<file path="src/rtl/mem_port_arbiter.sv">
// mem_port_arbiter: shares one single-ported, multi-cycle memory between the
// fetch port and the data port. Data wins by default; a saturating counter of
// denied fetch cycles lets a starved fetch beat a pending data request.
// Only one memory request is outstanding at a time.
module mem_port_arbiter #(
    parameter int AW       = 32,
    parameter int DW       = 32,
    parameter int MAX_WAIT = 4
) (
    input  logic          clk,
    input  logic          reset,
    // fetch port
    input  logic          i_req,
    input  logic [AW-1:0] i_addr,
    output logic          i_ready,
    output logic [DW-1:0] i_rdata,
    // data port
    input  logic          d_req,
    input  logic          d_we,
    input  logic [AW-1:0] d_addr,
    input  logic [DW-1:0] d_wdata,
    output logic          d_ready,
    output logic [DW-1:0] d_rdata,
    // memory side
    output logic          mem_req,
    output logic          mem_we,
    output logic [AW-1:0] mem_addr,
    output logic [DW-1:0] mem_wdata,
    input  logic          mem_gnt,
    input  logic          mem_rvalid,
    input  logic [DW-1:0] mem_rdata
);

    typedef enum logic [2:0] {
        IDLE,
        REQ_I,
        REQ_D,
        WAIT_I,
        WAIT_D
    } state_t;

    localparam int CW = $clog2(MAX_WAIT + 1);
    localparam logic [CW-1:0] WAIT_MAX = CW'(MAX_WAIT);

    state_t        state;
    state_t        state_nxt;
    logic [CW-1:0] wait_cnt;
    logic [CW-1:0] wait_cnt_nxt;
    logic          grant_d;
    logic          grant_i;

    // Next-state, grant decision and starvation counter update.
    always_comb begin
        // NOTE: every signal gets a default first so no path leaves it unassigned (no latch).
        state_nxt    = state;
        wait_cnt_nxt = wait_cnt;
        grant_d      = 1'b0;
        grant_i      = 1'b0;

        unique case (state)
            IDLE: begin
                if (d_req && (!i_req || wait_cnt < WAIT_MAX)) begin
                    grant_d   = 1'b1;
                    state_nxt = REQ_D;
                end else if (i_req) begin
                    grant_i   = 1'b1;
                    state_nxt = REQ_I;
                end
            end
            // A granted memory wins over a same-cycle drop: the access is already accepted.
            REQ_I: begin
                if (mem_gnt)     state_nxt = WAIT_I;
                else if (!i_req) state_nxt = IDLE;
            end
            REQ_D: begin
                if (mem_gnt)     state_nxt = WAIT_D;
                else if (!d_req) state_nxt = IDLE;
            end
            WAIT_I, WAIT_D: begin
                if (mem_rvalid) state_nxt = IDLE;
            end
            default: state_nxt = IDLE;
        endcase

        // Count fetch denials while the fetch keeps asking; forget them once it is served or gone.
        if (!i_req || grant_i) begin
            wait_cnt_nxt = '0;
        end else if (grant_d && wait_cnt < WAIT_MAX) begin
            wait_cnt_nxt = wait_cnt + CW'(1);
        end
    end

    // State and starvation counter registers.
    always_ff @(posedge clk or negedge reset) begin
        if (!reset) begin
            state    <= IDLE;
            wait_cnt <= '0;
        end else begin
            // NOTE: non-blocking assignments so every flop samples pre-edge values.
            state    <= state_nxt;
            wait_cnt <= wait_cnt_nxt;
        end
    end

    // Registered memory request; address/data captured at grant and held until the next grant.
    always_ff @(posedge clk or negedge reset) begin
        if (!reset) begin
            mem_req   <= 1'b0;
            mem_we    <= 1'b0;
            mem_addr  <= '0;
            mem_wdata <= '0;
        end else begin
            mem_req <= (state_nxt == REQ_I) || (state_nxt == REQ_D);
            if (grant_d) begin
                mem_we    <= d_we;
                mem_addr  <= d_addr;
                mem_wdata <= d_wdata;
            end else if (grant_i) begin
                mem_we    <= 1'b0;
                mem_addr  <= i_addr;
            end
        end
    end

    // Ready pulses follow the memory response only in the matching wait state.
    assign i_ready = (state == WAIT_I) && mem_rvalid;
    assign d_ready = (state == WAIT_D) && mem_rvalid;
    assign i_rdata = mem_rdata;
    assign d_rdata = mem_rdata;

endmodule

</file>
<file path="config.mk">
export PLATFORM = sky130hd
export DESIGN_NAME = mem_port_arbiter
export DESIGN_NICKNAME = d
export VERILOG_FILES = /design/src/rtl/mem_port_arbiter.sv
export SDC_FILE = /design/constraint.sdc
export NUM_CORES = 1
export LEC_CHECK = 0
export CORE_ASPECT_RATIO = 0.7
export CORE_MARGIN = 1
export CORE_UTILIZATION = 39
export CTS_CLUSTER_SIZE = 12
export DETAILED_ROUTE_END_ITERATION = 8
export PLACE_DENSITY = 0.87
export SYNTH_ARGS = -nofsm -noshare
export SYNTH_HDL_FRONTEND = slang
export SYNTH_SLANG_ARGS = --single-unit
</file>
<file path="constraint.sdc">
create_clock -name clk -period 4.2 [get_ports clk]
set_input_delay 0.84 -clock clk [delete_from_list [all_inputs] [get_ports clk]]
set_output_delay 0.84 -clock clk [all_outputs]
set_load 0.1 [all_outputs]
</file>
==> run_results.csv <==
group,metric,value,unit
status,status,"finished clean",
timing,final-hold-violation-count,0,
run,cap_viol_max_count,0,
placed_design,dp_cells,580,
critical_path,crit_type,"input port to primary output",
critical_path,end_kind,"primary output",
clocking,hold_buffers,0,
layout,antenna_cells,0,
synthesis,synth_cells,372,
layout,stdcell_count,596,
min_path,hold_path_class,"flop to flop",
timing,post-route-period-util,68.9,%
timing,worst_pin_slew,1.02,ns
global_routing,antenna_found_initial,0,
synthesis,syn_nets,508,
clocking,h-tree-depth,3,
critical_path,crit_arrival,2.05,ns
clocking,cts_tree,"built",
drt,ant_nets,0,
layout,layout-drive-gt1-share,13.5,%
min_path,hold_depth,1,
timing,slew_viol_final,0,
clocking,insertion_delay,0.32,ns
floorplanning,die_y,86.0,µm
layout,area_delta_synth_final,40.2,%
timing,finalSetupTns,0,ns
timing,post-route-worst-setup-slack,1.31,ns
clocking,clkSinkCount,72,
floorplanning,start_util,40.3,%
global_routing,grtUsageTotal,19.8,%
synthesis,synth_top_area_share,45.8,%
clocking,postCtsSetupBuffers,0,
synthesis,synth_edf_count,0,
drt,first_pass_iters,4,
critical_path,crit_fanout,6,
floorplanning,dieArea,10500,µm²
placed_design,dp_hpwl,7470,µm
synthesis,synthesis.area,3930,µm²
layout,postLayoutCellArea,5520,µm²
drt,drtIter0Drc,160,
timing,rsz0062_at_grt,"false",
placed_design,place_ws,1.09,ns
drt,vias_per_cell,5.26,
synthesis,async_reset_ff_share,100,%
critical_path,worstRegToRegCells,3,
clocking,clkTransAtPathRegs,0.05,ns
clocking,clock_path_buffers,2,
clocking,clock-root-buffer,"clkbuf_16",
synthesis,synth_seq_cells,72,
placed_design,postPlaceCellArea,5190,µm²
placed_design,gp_congestion,0.791,
global_routing,grt_pass1_vias,3043,
timing,setup_viol,0,
critical_path,cp.required,3.36,ns
layout,final_cell_mix,"clkdlybuf4s50_1, dfrtp_1, o21ai_0",
critical_path,start_kind,"input port",
placed_design,port_buffers,170,
drt,routed_wl,10500,µm
floorplanning,io_pins,267,
floorplanning,rows,30,
clocking,ctsResizeCount,0,
synthesis,ys_warn_count,0,
floorplanning,chipWidth,122,µm
global_routing,grt_pass1_wl,15600,µm
layout,mostFrequentLayoutCell,"clkdlybuf4s50_1",
drt,wl_per_cell,17.5,µm
synthesis,seq_area_frac_synth,45.8,%
layout,layout.nets,599,
floorplanning,core_area,9760,µm²
synthesis,avgSynthCellArea,10.6,µm²
timing,finalClockSkew,0.00522,ns
synthesis,yosysTopAreaCell,"dfrtp_1",
synthesis,synth.area.top_cells,"dfrtp_1, buf_4, mux2_4",
timing,fmax,346,MHz
synthesis,ys.flop_type,"dfrtp_1",
clocking,numCtsBuffers,9,
timing,relSlewSlack,31.9,%
global_routing,grt-ovfl-total,0,
synthesis,yosysUniqueCellTypes,39,
timing,min_period,2.89,ns
global_routing,grt_max_degree,73,
drt,route.detailed.drc,0,
drt,vias,3136,
## flip-flops by register name, summed over array words and instances, names as in the netlist
name       cells
mem_addr      32
state          3
mem_wdata     32
mem_we         1
wait_cnt       3
mem_req        1
## layer usage
metal / GRT usage (%) / part of all wire [%] / wire length [µm]
met5: 0 / 0 / 0
met4: 7.30 / 1.5 / 158
met3: 7.18 / 10 / 1040
met2: 33.1 / 47 / 4920
met1: 23.2 / 41 / 4330
## Yosys cell counts (2+ instances only)
cell / number
dfrtp_1: 72
buf_4: 64
a21oi_1: 34
o21ai_0: 34
a31oi_1: 33
nand3_1: 32
mux2_4: 28
clkbuf_1: 20
nand2_1: 7
buf_2: 6
mux2_2: 4
nor2b_1: 4
buf_12: 3
and3_1: 2
buf_6: 2
inv_1: 2
nor2_1: 2
nor3b_1: 2
## cell type report
type                    instances  area, µm²
well taps                     128        160
repair buffers                175       1730
multi-input cells             203       1490
inverters                       2       7.51
fillers                       838       4240
flip-flops and latches         72       1800
clock inverters                 6       90.1
clock buffers                  10        239
## metrics by stage
stage | utilization [%] | hold WS, ns
after floorplan | - | 0.506
after global placement | 53.1 | 0.488
after detailed placement | 53.1 | 0.489
after global routing | 56.5 | 0.523
after CTS | 56.5 | 0.509
final | 56.5 | 0.509
## worst paths after layout
check	end	slack (ns)	from
max	d_ready	1.31	mem_rvalid
min in group asynchronous	mem_addr[9]$_DFFE_PN0P_	0.63	reset
min	mem_wdata[0]$_DFFE_PN0P_	0.51	mem_wdata[0]$_DFFE_PN0P_
min reg2reg	mem_wdata[0]$_DFFE_PN0P_	0.51	mem_wdata[0]$_DFFE_PN0P_
max reg2reg	mem_wdata[21]$_DFFE_PN0P_	1.93	state[1]$_DFF_PN0_
max in group asynchronous	mem_wdata[28]$_DFFE_PN0P_	2.96	reset
## critical path, stage by stage
cell,delay [ns]
clkdlybuf4s50_1,0.57
nor4bb_2,0.31
buf_4,0.33
## cell families after synthesis
family / synth area share (%)
adders and majority gates: 0.318
DFF: 45.8
buffers and inverters: 17.2
and+or+nand+nor: 8.94
AOI/OAI and AO/OA: 15.7
xor gates and xnor gates: 0.223
muxes: 11.8
Power is left out: the tool's default activity adds up to more than one toggle a clock period on the data nets, which glitch-free logic cannot reach.
